## config.mk

```make
export PLATFORM = sky130hd
export DESIGN_NAME = game_ctrl
export DESIGN_NICKNAME = d
export VERILOG_FILES = /design/src/rtl/game_pkg.sv /design/src/rtl/game_ctrl_bcd2_counter.sv /design/src/rtl/game_ctrl.sv
export SDC_FILE = /design/constraint.sdc
export NUM_CORES = 1
export LEC_CHECK = 0
export BUFFER_PORTS_ARGS = -buffer_cell sky130_fd_sc_hd__buf_2
export CORE_MARGIN = 4
export CORE_UTILIZATION = 48
export CTS_CLUSTER_DIAMETER = 60
export CTS_CLUSTER_SIZE = 30
export DETAILED_ROUTE_END_ITERATION = 10
export MAX_ROUTING_LAYER = met4
export PLACE_DENSITY = 0.72
export SLEW_MARGIN = 20
export SYNTH_ARGS = -nofsm -noshare
export SYNTH_HDL_FRONTEND = slang
export SYNTH_SLANG_ARGS = --single-unit
```

## constraint.sdc

```tcl
create_clock -name clk -period 4.75 [get_ports clk]
set_input_delay 0.475 -clock clk [delete_from_list [all_inputs] [get_ports clk]]
set_output_delay 0.475 -clock clk [all_outputs]
set_load 0.005 [all_outputs]
```

## src/rtl/game_pkg.sv

```systemverilog
// Shared types and constants for the whack-a-target game controller.
// Holds FSM encoding, BCD digit width and the default position count.
package game_pkg;

  typedef enum logic [1:0] {
    ST_IDLE = 2'd0,
    ST_ARM  = 2'd1,
    ST_PLAY = 2'd2,
    ST_OVER = 2'd3
  } state_e;

  localparam int DIGIT_W     = 4;
  localparam int NUM_POS_DEF = 9;

  // Reduce a 4-bit draw into 0..n-1 by repeated subtraction.
  function automatic logic [3:0] pos_mod(
    input logic [3:0]  p,
    input int unsigned n
  );
    logic [4:0] v;
    v = {1'b0, p};
    for (int i = 0; i < 8; i++) begin
      if (v >= 5'(n)) v = v - 5'(n);
    end
    return v[3:0];
  endfunction

endpackage

```

## src/rtl/game_ctrl_bcd2_counter.sv

```systemverilog
// Two-digit BCD counter with load, increment and decrement.
// Saturates at 00 when counting down and at 99 when counting up.
module bcd2_counter
  import game_pkg::*;
(
  input  logic               clk,
  input  logic               rst,
  input  logic               load_i,
  input  logic [DIGIT_W-1:0] ld_tens_i,
  input  logic [DIGIT_W-1:0] ld_ones_i,
  input  logic               inc_i,
  input  logic               dec_i,
  output logic [DIGIT_W-1:0] tens_o,
  output logic [DIGIT_W-1:0] ones_o
);

  logic [DIGIT_W-1:0] tens_q, tens_d;
  logic [DIGIT_W-1:0] ones_q, ones_d;

  always_comb begin
    tens_d = tens_q;
    ones_d = ones_q;
    if (load_i) begin
      tens_d = ld_tens_i;
      ones_d = ld_ones_i;
    end else if (inc_i) begin
      if (ones_q != 4'd9) begin
        ones_d = ones_q + 4'd1;
      end else if (tens_q != 4'd9) begin
        ones_d = 4'd0;
        tens_d = tens_q + 4'd1;
      end
    end else if (dec_i) begin
      if (ones_q != 4'd0) begin
        ones_d = ones_q - 4'd1;
      end else if (tens_q != 4'd0) begin
        ones_d = 4'd9;
        tens_d = tens_q - 4'd1;
      end
    end
  end

  always_ff @(posedge clk or negedge rst) begin
    if (!rst) begin
      tens_q <= '0;
      ones_q <= '0;
    end else begin
      tens_q <= tens_d;
      ones_q <= ones_d;
    end
  end

  assign tens_o = tens_q;
  assign ones_o = ones_q;

endmodule

```

## src/rtl/game_ctrl.sv

```systemverilog
// Target-shooting game controller: arms targets, scores hits,
// counts down the game clock and reports game over.
module game_ctrl
  import game_pkg::*;
#(
  parameter int GAME_SECONDS = 30,
  parameter int TARGET_HOLD  = 2,
  parameter int NUM_POS      = NUM_POS_DEF
) (
  input  logic               clk,
  input  logic               rst,
  input  logic               start,
  input  logic               abort,
  input  logic               tick_1hz,
  input  logic [3:0]         position,
  input  logic [NUM_POS-1:0] key_pulse,
  output logic               in_game,
  output logic [3:0]         target,
  output logic               target_valid,
  output logic [DIGIT_W-1:0] time_tens,
  output logic [DIGIT_W-1:0] time_ones,
  output logic [DIGIT_W-1:0] score_tens,
  output logic [DIGIT_W-1:0] score_ones,
  output logic               game_over
);

  localparam logic [3:0] T_TENS = 4'(GAME_SECONDS / 10);
  localparam logic [3:0] T_ONES = 4'(GAME_SECONDS % 10);
  localparam logic [3:0] HOLD   = 4'(TARGET_HOLD);

  state_e     state_q, state_d;
  logic [3:0] target_q, target_d;
  logic [3:0] hold_q, hold_d;
  logic       in_game_q, in_game_d;
  logic       tv_q, tv_d;
  logic       go_q, go_d;

  logic [15:0] keys;
  logic        arm, play, launch;
  logic        hit, tick_p, last_tick, miss;

  always_comb begin
    keys      = 16'(key_pulse);
    arm       = (state_q == ST_ARM);
    play      = (state_q == ST_PLAY);
    launch    = ((state_q == ST_IDLE) || (state_q == ST_OVER)) && start;
    hit       = play && !abort && keys[target_q];
    tick_p    = play && !abort && tick_1hz;
    last_tick = tick_p && (time_tens == 4'd0) && (time_ones == 4'd1);
    miss      = tick_p && (hold_q == 4'd1);
  end

  always_ff @(posedge clk or negedge rst) begin
    if (!rst) begin
      state_q   <= ST_IDLE;
      target_q  <= '0;
      hold_q    <= '0;
      in_game_q <= 1'b0;
      tv_q      <= 1'b0;
      go_q      <= 1'b0;
    end else begin
      state_q   <= state_d;
      target_q  <= target_d;
      hold_q    <= hold_d;
      in_game_q <= in_game_d;
      tv_q      <= tv_d;
      go_q      <= go_d;
    end
  end

  // Abort beats game end, which beats re-arming after hit or miss.
  always_comb begin
    state_d = state_q;
    unique case (state_q)
      ST_IDLE, ST_OVER: if (start) state_d = ST_ARM;
      ST_ARM:  state_d = abort ? ST_IDLE : ST_PLAY;
      ST_PLAY: begin
        if (abort)              state_d = ST_IDLE;
        else if (last_tick)     state_d = ST_OVER;
        else if (hit || miss)   state_d = ST_ARM;
      end
      default: state_d = ST_IDLE;
    endcase
  end

  always_comb begin
    target_d  = target_q;
    hold_d    = hold_q;
    if (arm && !abort) begin
      target_d = pos_mod(position, NUM_POS);
      hold_d   = HOLD;
    end else if (tick_p) begin
      hold_d   = hold_q - 4'd1;
    end
    in_game_d = (state_d == ST_ARM) || (state_d == ST_PLAY);
    tv_d      = (state_d == ST_PLAY);
    go_d      = (state_d == ST_OVER);
  end

  bcd2_counter u_time (
    .clk       (clk),
    .rst       (rst),
    .load_i    (launch),
    .ld_tens_i (T_TENS),
    .ld_ones_i (T_ONES),
    .inc_i     (1'b0),
    .dec_i     (tick_p),
    .tens_o    (time_tens),
    .ones_o    (time_ones)
  );

  bcd2_counter u_score (
    .clk       (clk),
    .rst       (rst),
    .load_i    (launch),
    .ld_tens_i (4'd0),
    .ld_ones_i (4'd0),
    .inc_i     (hit),
    .dec_i     (1'b0),
    .tens_o    (score_tens),
    .ones_o    (score_ones)
  );

  assign in_game      = in_game_q;
  assign target       = target_q;
  assign target_valid = tv_q;
  assign game_over    = go_q;

endmodule

```

# Yosys cells after proc, flatten, opt, wreduce, memory -nomap -nowiden
# Cells that the tools add are included.
# totals
output_inout_bits	23
word_cells	113
regBits	29
# op_classes
magnitude_cmp	9
n_reduce_logical	28
addsub	13
eq_ne	12
mux	41
# ops
operator	n
two-way mux 4 bit	19
two-way mux 5 bit	14
>= comparator 5 x 4 -> 1 bit, second input constant	7
subtractor 5 x 4 -> 5 bit, second input constant	6
subtractor 4 x 1 -> 4 bit, second input constant	3
two-way mux 2 bit	5
nonzero test 2 bit	5
adder 4 x 1 -> 4 bit, second input constant	2
== test 2 bit, second input constant	4
== test 4 x 1 -> 1 bit, second input constant	2
logical AND 1 bit	8
!= test 4 bit, second input constant	2
nonzero test 4 bit	2
one-hot mux 2 bit (3 select lines)	1
AND reduction 3 bit	2
nonzero test 3 bit	2
< comparator 4 x 5 -> 1 bit, second input constant	1
subtractor 4 x 4 -> 5 bit, second input constant	1
binary-select mux 1 bit (select 4 bit)	1
== test 2 x 1 -> 1 bit, second input constant	2
>= comparator 4 bit, second input constant	1
logical NOT 4 bit	1
!= test 2 bit, second input constant	2
AND reduction 2 bit	2
6 further kinds	8

# Depth between registers and ports, before layout
# logic_depth
ltp_word	23
mapped_depth	9
ltp_nobuf	9

# By module
# From an unflattened synthesis, not the netlist that was laid out.
# hier_totals
hier_cells	274
hier_area_um2	2397.3
# modules_own_cells
mod	cells_each	area_each_um2	n_inst
bcd2_counter	86	742.0	2
game_ctrl	102	913.4	1

# Least setup slack after synthesis
# Ideal clock, no wire load.
# synth_timing
path_kind	input port to flip-flop
startpoint	in position[0]
endpoint	reg target_q[2] (netlist: target[2])
setup_time_ns	0.129
slack_ns	2.705
arrival_ns	1.917
t_required_ns	4.621
stages	8
cell_sequence	inv_1 -> ha_1 -> xnor2_1 -> a221o_1 -> ha_1 -> and3_1 -> a221oi_1 -> o21ai_0
# synth_between
elab_chain_len	23
# synth_rtl
element	line	rtl
start: declaration	game_ctrl.sv:15	input logic [3:0] position,
subtractor 4 x 4 -> 5 bit or >= comparator 4 bit (tied branches)	game_pkg.sv:23	if (v >= 5'(n)) v = v - 5'(n);
two-way mux 5 bit *	game_pkg.sv:23	
two-way mux 5 bit *	game_ctrl.sv:89	if (arm && !abort) begin
subtractor 5 x 4 -> 5 bit or >= comparator 5 x 4 -> 1 bit (tied branches)	game_pkg.sv:23	
two-way mux 5 bit *	game_pkg.sv:23	
two-way mux 5 bit *	game_ctrl.sv:89	
subtractor 5 x 4 -> 5 bit or >= comparator 5 x 4 -> 1 bit (tied branches)	game_pkg.sv:23	
two-way mux 5 bit *	game_pkg.sv:23	
[7 not listed]	n/a	
subtractor 5 x 4 -> 5 bit or >= comparator 5 x 4 -> 1 bit (tied branches)	game_pkg.sv:23	
two-way mux 5 bit *	game_pkg.sv:23	
two-way mux 5 bit *	game_ctrl.sv:89	
subtractor 5 x 4 -> 5 bit or >= comparator 5 x 4 -> 1 bit (tied branches)	game_pkg.sv:23	
two-way mux 5 bit *	game_pkg.sv:23	
two-way mux 5 bit *	game_ctrl.sv:89	
subtractor 4 bit or >= comparator 5 x 4 -> 1 bit (tied branches)	game_pkg.sv:23	
two-way mux 4 bit *	game_pkg.sv:23	
end signal: assignment	game_ctrl.sv:63	target_q <= target_d;
end: declaration	game_ctrl.sv:32	logic [3:0] target_q, target_d;
# Every way passes the cells marked *; elsewhere a longest branch is shown, timed or not. The select of a mux whose other input is x is not followed.
# A chain may end at the register's enable or synchronous reset.

# Worst setup path after layout
# layout_timing
startpoint	reg u_time.tens_q[0] (netlist: u_time.tens_o[0])
endpoint	reg in_game_q (netlist: in_game)
# layout_between
elab_chain_len	8
# layout_rtl
element	line	rtl
start: declaration	game_ctrl_bcd2_counter.sv:17	logic [DIGIT_W-1:0] tens_q, tens_d;
start signal: assignment	game_ctrl_bcd2_counter.sv:48	tens_q <= tens_d;
logical NOT 4 bit *	game_ctrl.sv:49	last_tick = tick_p && (time_tens == 4'd0) && (time_ones == 4'd1);
logical AND 1 bit * (2 in series)	game_ctrl.sv:49	
two-way mux 2 bit *	game_ctrl.sv:79	else if (last_tick) state_d = ST_OVER;
two-way mux 2 bit *	game_ctrl.sv:78	if (abort) state_d = ST_IDLE;
one-hot mux 2 bit (3 select lines) *	game_ctrl.sv:74	unique case (state_q)
named net state_d[0]	game_ctrl.sv:31	state_e state_q, state_d;
== test 2 x 1 -> 1 bit or == test 2 bit (tied branches)	game_ctrl.sv:95	in_game_d = (state_d == ST_ARM) || (state_d == ST_PLAY);
logical OR 1 bit *	game_ctrl.sv:95	
named net in_game_d	game_ctrl.sv:34	logic in_game_q, in_game_d;
end signal: assignment	game_ctrl.sv:65	in_game_q <= in_game_d;
end: declaration	game_ctrl.sv:34	
# Mark *: on every way through the listed nets, which the timed path passes. The rest lies on a longest branch.

==> results.ini <==
[timing]
fin_worst_skew_ns=0.00555
worst_pin_slew_ns=0.666
finalSetupTns_ns=0
hold_violations=0
period_minus_slack_ns=2.22
fmax_ghz=0.451
finalSetupViolCount=0
rsz0062_at_grt=false
maxSlewViolCount=0
fin_crit_sh_pct=46.7
relSlewSlack_pct=55.5

[clock_network]
htreeDepth=2
clockBufferDepth=2
post_cts_buffers=0
clk_pin_slew_ns=0.06
cts.sinks=29
ctsResizeCount=0
cts-buffers-inserted=5
cts_tree=yes
cts-root-buf=clkbuf_8
clock_latency_ns=0.28
cts_hold_buf=0

[pwr]
ir_worst_vdd_mv=0.257
clkPwrFrac_pct=17.4
p_leak_nw=1.10
p_sw_share_pct=41.4
p_switching_uw=468
seqPwrFrac_pct=36.9
finalPower_mw=1.13
powerDensity_nw_per_um2=501
intPower_uw=662
comb_power_share_pct=45.7

[layout]
final_util_pct=59.9
multiInputGateArea_um2=1120
ff_latch_area_um2=726
fin_nets=288
filler_cell_count=347
drive_above_1_share_pct=23.4
antenna_cells=0
area_growth_pct=16.5

[critical_path]
crit_type=reg -> reg
r2r_start=u_time.tens_o[0]$_DFFE_PN0P_
worst-path-buf-inv=1
slowest_stage=nor3b_1
cp-end-kind=register
path_max_fanout=5
cp_top_family=simple AND/OR/NAND/NOR gates
path_cells=inv_1, ha_1, nor3b_1, nand4_1, and4b_1, o31ai_1, ha_1
worst_setup_path_start_kind=register
crit_arrival_ns=2.39
cp_common_cell=ha_1
required_ns=4.92
critical-path-max-stage-delay_ns=0.46
rrSetupSlack_ns=2.53
r2r_cells=7
worst_r2r_endpoint=in_game$_DFF_PN0_

[synth]
synth_edf_count=0
syn_avg_cell_area_um2=9.27
ys_seq_area_share_pct=37.5
synthCells=209
ys_seq_elements=29
synth_ff_type=dfrtp_1
ys_warn_count=0
synthesis.nets=246
yosys.cell_types.count=49
async_flop_share_pct=100
synthesis.area_um2=1940

[detailed_routing]
finalWirelength_um=3890
drt_iter0_markers=91
vias=1631
wl_per_cell_um=13.0
ant_nets=0
remaining_drc_errors=0
first_pass_iters=4
vias_per_cell=5.44

[global_route]
grtUsageTotal_pct=17.2
grt-ovfl-total=0
grt_max_degree=30
grt_pass1_vias=1521
grt_pass1_wl_um=6680
antenna_found_initial=0

[placed_design]
port_buffers=40
place_congestion=0.911
hpwl_um=2990

[floorplanning]
core.rowCount=22
die_h_um=71.5
die-area_um2=5120
initial_utilization_pct=51.4
dieWidth_um=71.5
core_um2=3770
boundaryPins=41

[flow_run]
drv_cap=0

[run_status]
status=completed

[hold_path]
min_path_type=in -> async

area by class of cell:
cell class,count,area share (%)
Multi-Input combinational cell,158,49.7
Sequential cell,29,32.2
Timing Repair Buffer,40,8.87
Clock buffer,5,3.05
Inverter,17,2.83
Tap cell,48,2.66
Clock inverter,3,0.776
routing by layer:
layer	up-vias	global-route usage, %	share of wire (%)
met5	-	-	0
met4	0	7.72	1.9
met3	7	4.77	5.1
met2	34	25.7	45
met1	773	21.5	47
li1	817	-	-
registers in the layout, summed over array words and instances, names as in the netlist:
name,cells
u_score.ones_o,4
u_score.tens_o,4
target_valid,1
u_time.tens_o,4
target,4
state_q,2
u_time.ones_o,4
game_over,1
hold_q,4
in_game,1
power groups by stage:
stage	clock network (mW)	registers, mW	logic [mW]
CTS	0.208	0.419	0.524
finish	0.196	0.418	0.517
global route	0.217	0.433	0.593
global placement	0	0.421	0.518
floorplan	0	0.407	0.382
detailed placement	0	0.423	0.520
how the worst max path moves through the flow:
stage / from / end / cells past startpoint
after floorplan: position[0] / target[2]$_DFFE_PN0P_ / 8
after global placement: position[0] / target[2]$_DFFE_PN0P_ / 9
after detailed placement: position[0] / target[2]$_DFFE_PN0P_ / 9
after CTS: target[0]$_DFFE_PN0P_ / in_game$_DFF_PN0_ / 6
after global routing: u_time.tens_o[0]$_DFFE_PN0P_ / in_game$_DFF_PN0_ / 7
final: u_time.tens_o[0]$_DFFE_PN0P_ / in_game$_DFF_PN0_ / 7
synthesized netlist by cell type (2+ instances only):
master	count	area [um^2]
dfrtp_1	29	726
o21ai_0	9	45.0
and2b_2	2	17.5
nand2_1	23	86.3
nand3b_1	4	30.0
nor3_1	5	25.0
nor3b_1	2	15.0
xor2_1	3	26.3
nand2b_1	4	25.0
mux2_1	2	22.5
nand3_1	8	40.0
ha_1	19	238
nor2b_1	2	12.5
nand4_1	3	18.8
a221oi_1	2	17.5
o311a_1	2	20.0
clkbuf_1	3	11.3
mux2i_1	7	70.1
and2_1	2	12.5
a31oi_1	2	12.5
o21ai_1	3	15.0
inv_1	17	63.8
o21a_1	3	22.5
nor4_1	2	12.5
a21oi_1	4	20.0
nor2_1	18	67.6
a311oi_1	2	17.5
xnor2_1	3	26.3
nand4b_1	2	17.5
o211ai_1	2	15.0
a221o_1	2	20.0
metrics by stage:
step | area [um^2] | hold WS [ns] | setup slack, ns | instances
3_3_place_gp | 2170 | 0.530 | 2.54 | 292
3_5_place_dp | 2170 | 0.542 | 2.50 | 292
5_1_grt | 2260 | 0.263 | 2.42 | 300
2_1_floorplan | 1940 | 0.179 | 2.70 | 209
4_1_cts | 2260 | 0.223 | 2.56 | 300
6_report | 2260 | 0.204 | 2.53 | 300
layout by cell type (no fill, tap or decap), types with 3 or more instances in the layout:
master	count
buf_2	40
dfrtp_1	29
nand2_1	23
ha_1	19
nor2_1	18
inv_1	17
o21ai_0	9
nand3_1	8
mux2i_1	7
nor3_1	5
clkbuf_8	5
nand3b_1	4
nand2b_1	4
a21oi_1	4
o21ai_1	3
nand4_1	3
xnor2_1	3
xor2_1	3
o21a_1	3
cells by family after synthesis:
kind of cell,Yosys count,share of synthesized area [%]
buffers and inverters,22,4.65
muxes,9,4.78
and+or+nand+nor,85,23.5
DFF,29,37.5
adders and majority gates,19,12.3
xor gates and xnor gates,6,2.71
AOI/OAI and AO/OA,39,14.6
No activity file was read; power rests on OpenSTA's default activity.
